[config.mk]
export PLATFORM = sky130hd
export DESIGN_NAME = apb_cmd_master
export DESIGN_NICKNAME = d
export VERILOG_FILES = /design/src/rtl/apb_cmd_master.sv
export SDC_FILE = /design/constraint.sdc
export NUM_CORES = 1
export LEC_CHECK = 0
export BUFFER_PORTS_ARGS = -buffer_cell sky130_fd_sc_hd__buf_2
export CAP_MARGIN = 20
export CORE_AREA = 2 2 119 98
export CTS_CLUSTER_SIZE = 28
export DETAILED_ROUTE_END_ITERATION = 16
export DIE_AREA = 0 0 121 100
export PLACE_DENSITY = 0.78
export SYNTH_ARGS = -nofsm -noshare
export SYNTH_HDL_FRONTEND = slang
export SYNTH_SLANG_ARGS = --single-unit
[constraint.sdc]
create_clock -name pclk -period 1.59 [get_ports pclk]
set_input_delay 0.477 -clock pclk [delete_from_list [all_inputs] [get_ports pclk]]
set_output_delay 0.477 -clock pclk [all_outputs]
set_load 0.005 [all_outputs]
[src/rtl/apb_cmd_master.sv]
// Command-to-APB bridge: takes one read/write command at a time, runs a single
// APB SETUP/ACCESS pair, waits RD_LAT cycles for registered read data, then holds a response.
module apb_cmd_master #(
    parameter int unsigned RD_LAT = 1
) (
    input  logic        pclk,
    input  logic        preset,
    input  logic        cmd_valid,
    output logic        cmd_ready,
    input  logic        cmd_write,
    input  logic [31:0] cmd_addr,
    input  logic [31:0] cmd_wdata,
    output logic        rsp_valid,
    input  logic        rsp_ready,
    output logic        rsp_write,
    output logic [31:0] rsp_rdata,
    output logic [31:0] paddr,
    output logic [31:0] pwdata,
    output logic        psel,
    output logic        penable,
    output logic        pwrite,
    input  logic [31:0] prdata,
    output logic        busy
);

    typedef enum logic [2:0] {
        IDLE,
        SETUP,
        ACCESS,
        WAIT,
        RESP
    } state_t;

    state_t     state;
    state_t     state_nxt;
    logic [2:0] wait_cnt;
    logic       wait_last;
    logic       accept;

    assign wait_last = (wait_cnt == 3'(RD_LAT - 1));
    assign accept    = cmd_valid && cmd_ready;
    assign rsp_write = pwrite;
    assign busy      = (state != IDLE);

    always_comb begin
        state_nxt = state;
        cmd_ready = 1'b0;
        psel      = 1'b0;
        penable   = 1'b0;
        rsp_valid = 1'b0;
        case (state)
            IDLE: begin
                // Not ready while reset is held, even though the state is already IDLE.
                cmd_ready = !preset;
                if (cmd_valid && !preset) state_nxt = SETUP;
            end
            SETUP: begin
                psel      = 1'b1;
                state_nxt = ACCESS;
            end
            ACCESS: begin
                psel      = 1'b1;
                penable   = 1'b1;
                state_nxt = pwrite ? RESP : WAIT;
            end
            WAIT: begin
                if (wait_last) state_nxt = RESP;
            end
            RESP: begin
                rsp_valid = 1'b1;
                if (rsp_ready) state_nxt = IDLE;
            end
            default: state_nxt = IDLE;
        endcase
    end

    always_ff @(posedge pclk) begin
        if (preset) begin
            state     <= IDLE;
            wait_cnt  <= '0;
            paddr     <= '0;
            pwdata    <= '0;
            pwrite    <= 1'b0;
            rsp_rdata <= '0;
        end else begin
            state <= state_nxt;
            // The APB address/data/direction registers double as the latched command.
            if (accept) begin
                paddr     <= cmd_addr;
                pwdata    <= cmd_wdata;
                pwrite    <= cmd_write;
                rsp_rdata <= '0;
            end
            if (state == ACCESS) wait_cnt <= '0;
            if (state == WAIT) begin
                wait_cnt <= wait_cnt + 3'd1;
                if (wait_last) rsp_rdata <= prdata;
            end
        end
    end

endmodule

==> Word-level counts from Yosys, hierarchy flattened <==
Cells that the tools add are included.
{ "totals": {"regBits": 103, "out_inout_bits": 103} }
{ "op_classes": {"eq_ne": 7, "n_mux": 14, "n_addsub": 1, "reduce_logical": 9} }
{ "op_table": {"columns": ["op", "count"], "rows": [
  ["2-to-1 mux 32 bit", 3],
  ["2-to-1 mux 3 bit", 6],
  ["case mux 3 bit (5 select lines)", 1],
  ["== test 3 x 2 -> 1 bit, second input constant", 2],
  ["zero test 3 bit", 2],
  ["!= test 2 bit, second input constant", 3],
  ["2-to-1 mux 1 bit", 4],
  ["adder 3 x 1 -> 3 bit, second input constant", 1],
  ["== test 3 x 1 -> 1 bit, second input constant", 1],
  ["== test 3 bit, second input constant", 1],
  ["AND reduction 3 bit", 1],
  ["nonzero test 3 bit", 1],
  ["logical AND 1 bit", 2],
  ["nonzero test 2 bit", 1],
  ["OR reduction 2 bit", 1],
  ["zero test 1 bit", 1]
]} }

==> Longest topological paths before layout <==
{ "logic_depth": {"ltp_word": 6, "ltp_mapped": 8, "mapped_depth_nobuf": 5} }

==> Worst setup path after synthesis <==
OpenSTA, ideal clock, no wires.
{ "synth_timing": {"kind": "reg-to-reg", "startpoint": "reg wait_cnt[0]", "endpoint": "reg rsp_rdata[10]", "t_arrival_ns": 1.541, "n_path_buf": 3, "path_stages_with_launch": 9, "setup_slack_ns": -0.052, "cell_sequence": "dfxtp_1 > inv_1 > ha_1 > and4bb_1 > clkbuf_1 > and2_1 > clkbuf_1 > buf_2 > o41ai_1"} }
{ "synth_via": {"elab_chain_len": 3} }
{ "synth_rtl": {"columns": ["element", "line", "text"], "rows": [
  ["start, declared", "36", "logic [2:0] wait_cnt;"],
  ["start signal, assigned", "96", "wait_cnt <= wait_cnt + 3'd1;"],
  ["zero test 3 bit", "40", "assign wait_last = (wait_cnt == 3'(RD_LAT - 1));"],
  ["2-to-1 mux 32 bit", "97", "if (wait_last) rsp_rdata <= prdata;"],
  ["2-to-1 mux 32 bit", "95", "if (state == WAIT) begin"],
  ["end signal, assigned", "97", null],
  ["end, declared", "16", "output logic [31:0] rsp_rdata,"]
]} }
No other way between the ends.
A chain may end at the register's enable or synchronous reset.

==> Final worst setup path <==
{ "layout_timing": {"startpoint": "reg state[2]", "endpoint": "out busy"} }
{ "layout_via": {"elab_chain_len": 1} }
{ "layout_rtl": {"columns": ["element", "line", "text"], "rows": [
  ["start, declared", "34", "state_t state;"],
  ["start signal, assigned", "86", "state <= state_nxt;"],
  ["nonzero test 3 bit", "43", "assign busy = (state != IDLE);"],
  ["end, declared", "23", "output logic busy"]
]} }
No other way between the ends.

==> qor.txt <==
OUTCOME
---------------------------------------------------------------------------------------
Run status                                                                 finished, violations left
Violated checks                                                            negative setup slack

SYNTHESIS
---------------------------------------------------------------------------------------
Mapped Avg Cell Area                                                          11.12 µm²
Sequential share of the synthesized area                                         0.4503
Post-synthesis cell type with the largest combined area                    sky130_fd_sc_hd__dfxtp_1
Top cells by count, synth                                                  sky130_fd_sc_hd__dfxtp_1, sky130_fd_sc_hd__nor2b_1, sky130_fd_sc_hd__mux2_4, sky130_fd_sc_hd__inv_1, sky130_fd_sc_hd__nand4b_1
Dominant synthesized flop cell                                             sky130_fd_sc_hd__dfxtp_1
Number of synthesized register bits                                                 103
Proportion of netlist area held by the largest area contributor                  0.4503
Share of flip-flops with an asynchronous set or reset after synthesis                 0
Nets in the synthesized netlist                                                     515
Top cells by area in the synthesized netlist                               sky130_fd_sc_hd__dfxtp_1, sky130_fd_sc_hd__mux2_4, sky130_fd_sc_hd__nor2b_1
Syn Inst Count                                                                      412
Number of enable-type register cells in the synthesized netlist                       0
Synth warn                                                                            0
Top-count cell post-synth                                                  sky130_fd_sc_hd__dfxtp_1
Synthesized cell area                                                          4579 µm²
Yosys cell types                                                                     33

GLOBAL ROUTE
---------------------------------------------------------------------------------------
Via count of the first global-routing pass                                         3686
Maximum number of pins on one net before global-route repair                         99
Overall routing resource usage                                                   0.1784
Total overflow reported by the global router                                          0
Global Route met2 Usage                                                          0.3211
Global-route track usage on met3                                                0.04205
Number of antenna violations at the first check in global routing                     0
Gr busiest metal                                                                   met2
Global-route wire length before repair                                         17580 µm
GR Util met1                                                                     0.2082

FLOORPLANNING
---------------------------------------------------------------------------------------
Effective utilization at floorplan                                               0.4133
I/O pin count                                                                       204
Die extent in y                                                                  100 µm
Core ar.                                                                      11080 µm²
Standard-cell row count                                                              35
Die area                                                                      12100 µm²
Die width                                                                        121 µm

CLOCKING
---------------------------------------------------------------------------------------
Longest Clk Path Bufs                                                                 2
Number of hold buffers added after CTS                                                0
Clock transition at the registers of the reported paths                         0.07 ns
Deepest level of the CTS H-tree                                                       3
CTS sink cnt                                                                        103
CTS root buffer                                                            sky130_fd_sc_hd__clkbuf_16
Clock latency at the later pin of the worst-skew pair                           0.33 ns
Number of buffers created by CTS                                                      9
TritonCTS clock tree                                                                yes

LAYOUT
---------------------------------------------------------------------------------------
Layout fillers                                                                      906
FF/Latch Area                                                                  2074 µm²
Area of the multi-input gates                                                  2429 µm²
Post-layout utilization of the core                                              0.5850
Signed area change from the synthesized netlist to the final layout              41.53%
Post-Layout Inst Area                                                          6481 µm²
Total inserted antenna cells                                                          0
Net total in the final layout                                                       714
Fraction of final layout cells sized beyond drive strength 1                     0.5698

CRITICAL PATH
---------------------------------------------------------------------------------------
Slowest cell on crit path                                                  sky130_fd_sc_hd__or3_4
Crit path capture type                                                      output port
WP buf/inv                                                                            1
Startpoint types                                                                   flop
Largest incremental delay on the critical path                                  0.39 ns
Arr. time, crit path                                                            1.22 ns
Critical path's top delay family                                           simple AND/OR/NAND/NOR gates
Data required, critical path                                                    1.11 ns
Sequence of cells on the critical path                                     or3_4 -> buf_6
Critical path class                                                        flop to output port
Largest driver fanout on the critical path                                            6

DETAILED ROUTING
---------------------------------------------------------------------------------------
Antenna-violating nets left                                                           0
Via-per-instance ratio                                                            5.025
DRC                                                                                   0
First drt pass iteration count                                                        6
Per-cell routed wire length                                                    15.20 µm
Vias                                                                               3839
Overall routed net length                                                      11610 µm
Number of violations reported at the end of detailed-routing iteration 0            141

TIMING
---------------------------------------------------------------------------------------
Aggregate negative setup slack                                               -0.1974 ns
F_max                                                                        0.5901 GHz
Slew margin rel.                                                                 0.7039
Final Cycle Share                                                                 1.066
Largest clock skew in the final design                                      0.006679 ns
Final-report hold violation count                                                     0
Total count of max-transition violations in the final report                          0
Slew at the pin with the worst max-slew slack                                 0.4442 ns
Unrepaired setup endpoints after global routing                                    true
Final critical path time including I/O delays and setup                        1.694 ns
PnR worst setup slack                                                        -0.1045 ns
Final-report setup violation count                                                    4

PWR
---------------------------------------------------------------------------------------
VDD IR-drop max                                                                785.4 µV
Cell leakage power                                                             3.204 nW
Tot Pwr                                                                      0.006523 W
Power per cell area                                                         1006 nW/µm²

PLACED DESIGN
---------------------------------------------------------------------------------------
Placed cell areas                                                              5763 µm²
Worst slack after detailed placement                                        -0.03524 ns
IO buf count                                                                        203
GPL Wtd Cong                                                                     0.7840
Detailed placer's ending HPWL                                                   7814 µm

MIN PATH
---------------------------------------------------------------------------------------
Type of the tightest min-delay check                                       input port to flop

RUN
---------------------------------------------------------------------------------------
Max-cap viol count                                                                    0

## per-stage QoR
step / hold slack, ns / std cells
finish: 0.3646 / 764
global route: 0.3489 / 764
CTS: 0.3500 / 757
detailed placement: 0.4505 / 737
global placement: 0.4443 / 737
floorplan: 0.4486 / 412
## cells by family after synthesis
logic type,share of synthesized area
buffers and inverters,0.07705
AOI/OAI and AO/OA,0.07787
xor gates and xnor gates,0.001913
muxes,0.2008
and+or+nand+nor,0.1866
DFF,0.4503
adders and majority gates,0.005464
## timing repair
item                                    in CTS  in global routing
cloned                                       0                  2
endpoints found under the setup margin      10                 40
resized for setup                           20                 30
setup buffers                                4                  5
pin swaps                                    2                  0
## per-layer routing
metal,part of all wire,vias up
li1,-,1835
met1,0.42,1848
met2,0.51,136
met3,0.049,20
met4,0.020,0
met5,0,-
## worst paths after layout
path / startpoint / cells past startpoint / slack [ns] / endpoint
worst max-delay path: state[2] / 2 / -0.10 / busy
worst min-delay path: cmd_wdata[31] / 2 / 0.36 / pwdata[31]
worst max register to register: wait_cnt[0] / 6 / 0.06 / rsp_rdata[3]
worst min register to register: rsp_rdata[29] / 2 / 0.46 / rsp_rdata[29]
## flip-flops by register name, summed over array words and instances (netlist names)
| signal | cells |
|---|---|
| state | 3 |
| rsp_rdata | 32 |
| wait_cnt | 3 |
| pwdata | 32 |
| pwrite | 1 |
| paddr | 32 |
## placed cells by master (no fill, tap or decap), types with 5 or more instances in the layout
cell type / instances
sky130_fd_sc_hd__buf_2: 201
sky130_fd_sc_hd__o41ai_1: 6
sky130_fd_sc_hd__dfxtp_1: 99
sky130_fd_sc_hd__buf_4: 15
sky130_fd_sc_hd__mux2_4: 50
sky130_fd_sc_hd__o41ai_2: 24
sky130_fd_sc_hd__mux2_2: 15
sky130_fd_sc_hd__clkbuf_16: 11
sky130_fd_sc_hd__nor2b_1: 67
sky130_fd_sc_hd__buf_6: 5
sky130_fd_sc_hd__inv_1: 34
sky130_fd_sc_hd__nand4b_1: 33
sky130_fd_sc_hd__buf_12: 6
## power breakdown
part	internal [W]	total, W	switching (W)
combinational	0.000798	0.00138	0.000579
sequential	0.00279	0.00291	0.000111
clock	0.00128	0.00224	0.000965
## cell type report
cell class              count  area share
clock buffers              10     0.03687
inverters                  34     0.01969
well taps                 148     0.02857
clock inverters             6     0.01023
flip-flops and latches    103      0.3201
multi-input cells         233      0.3747
repair buffers            230      0.2098
(Power assumes the default switching activity.)
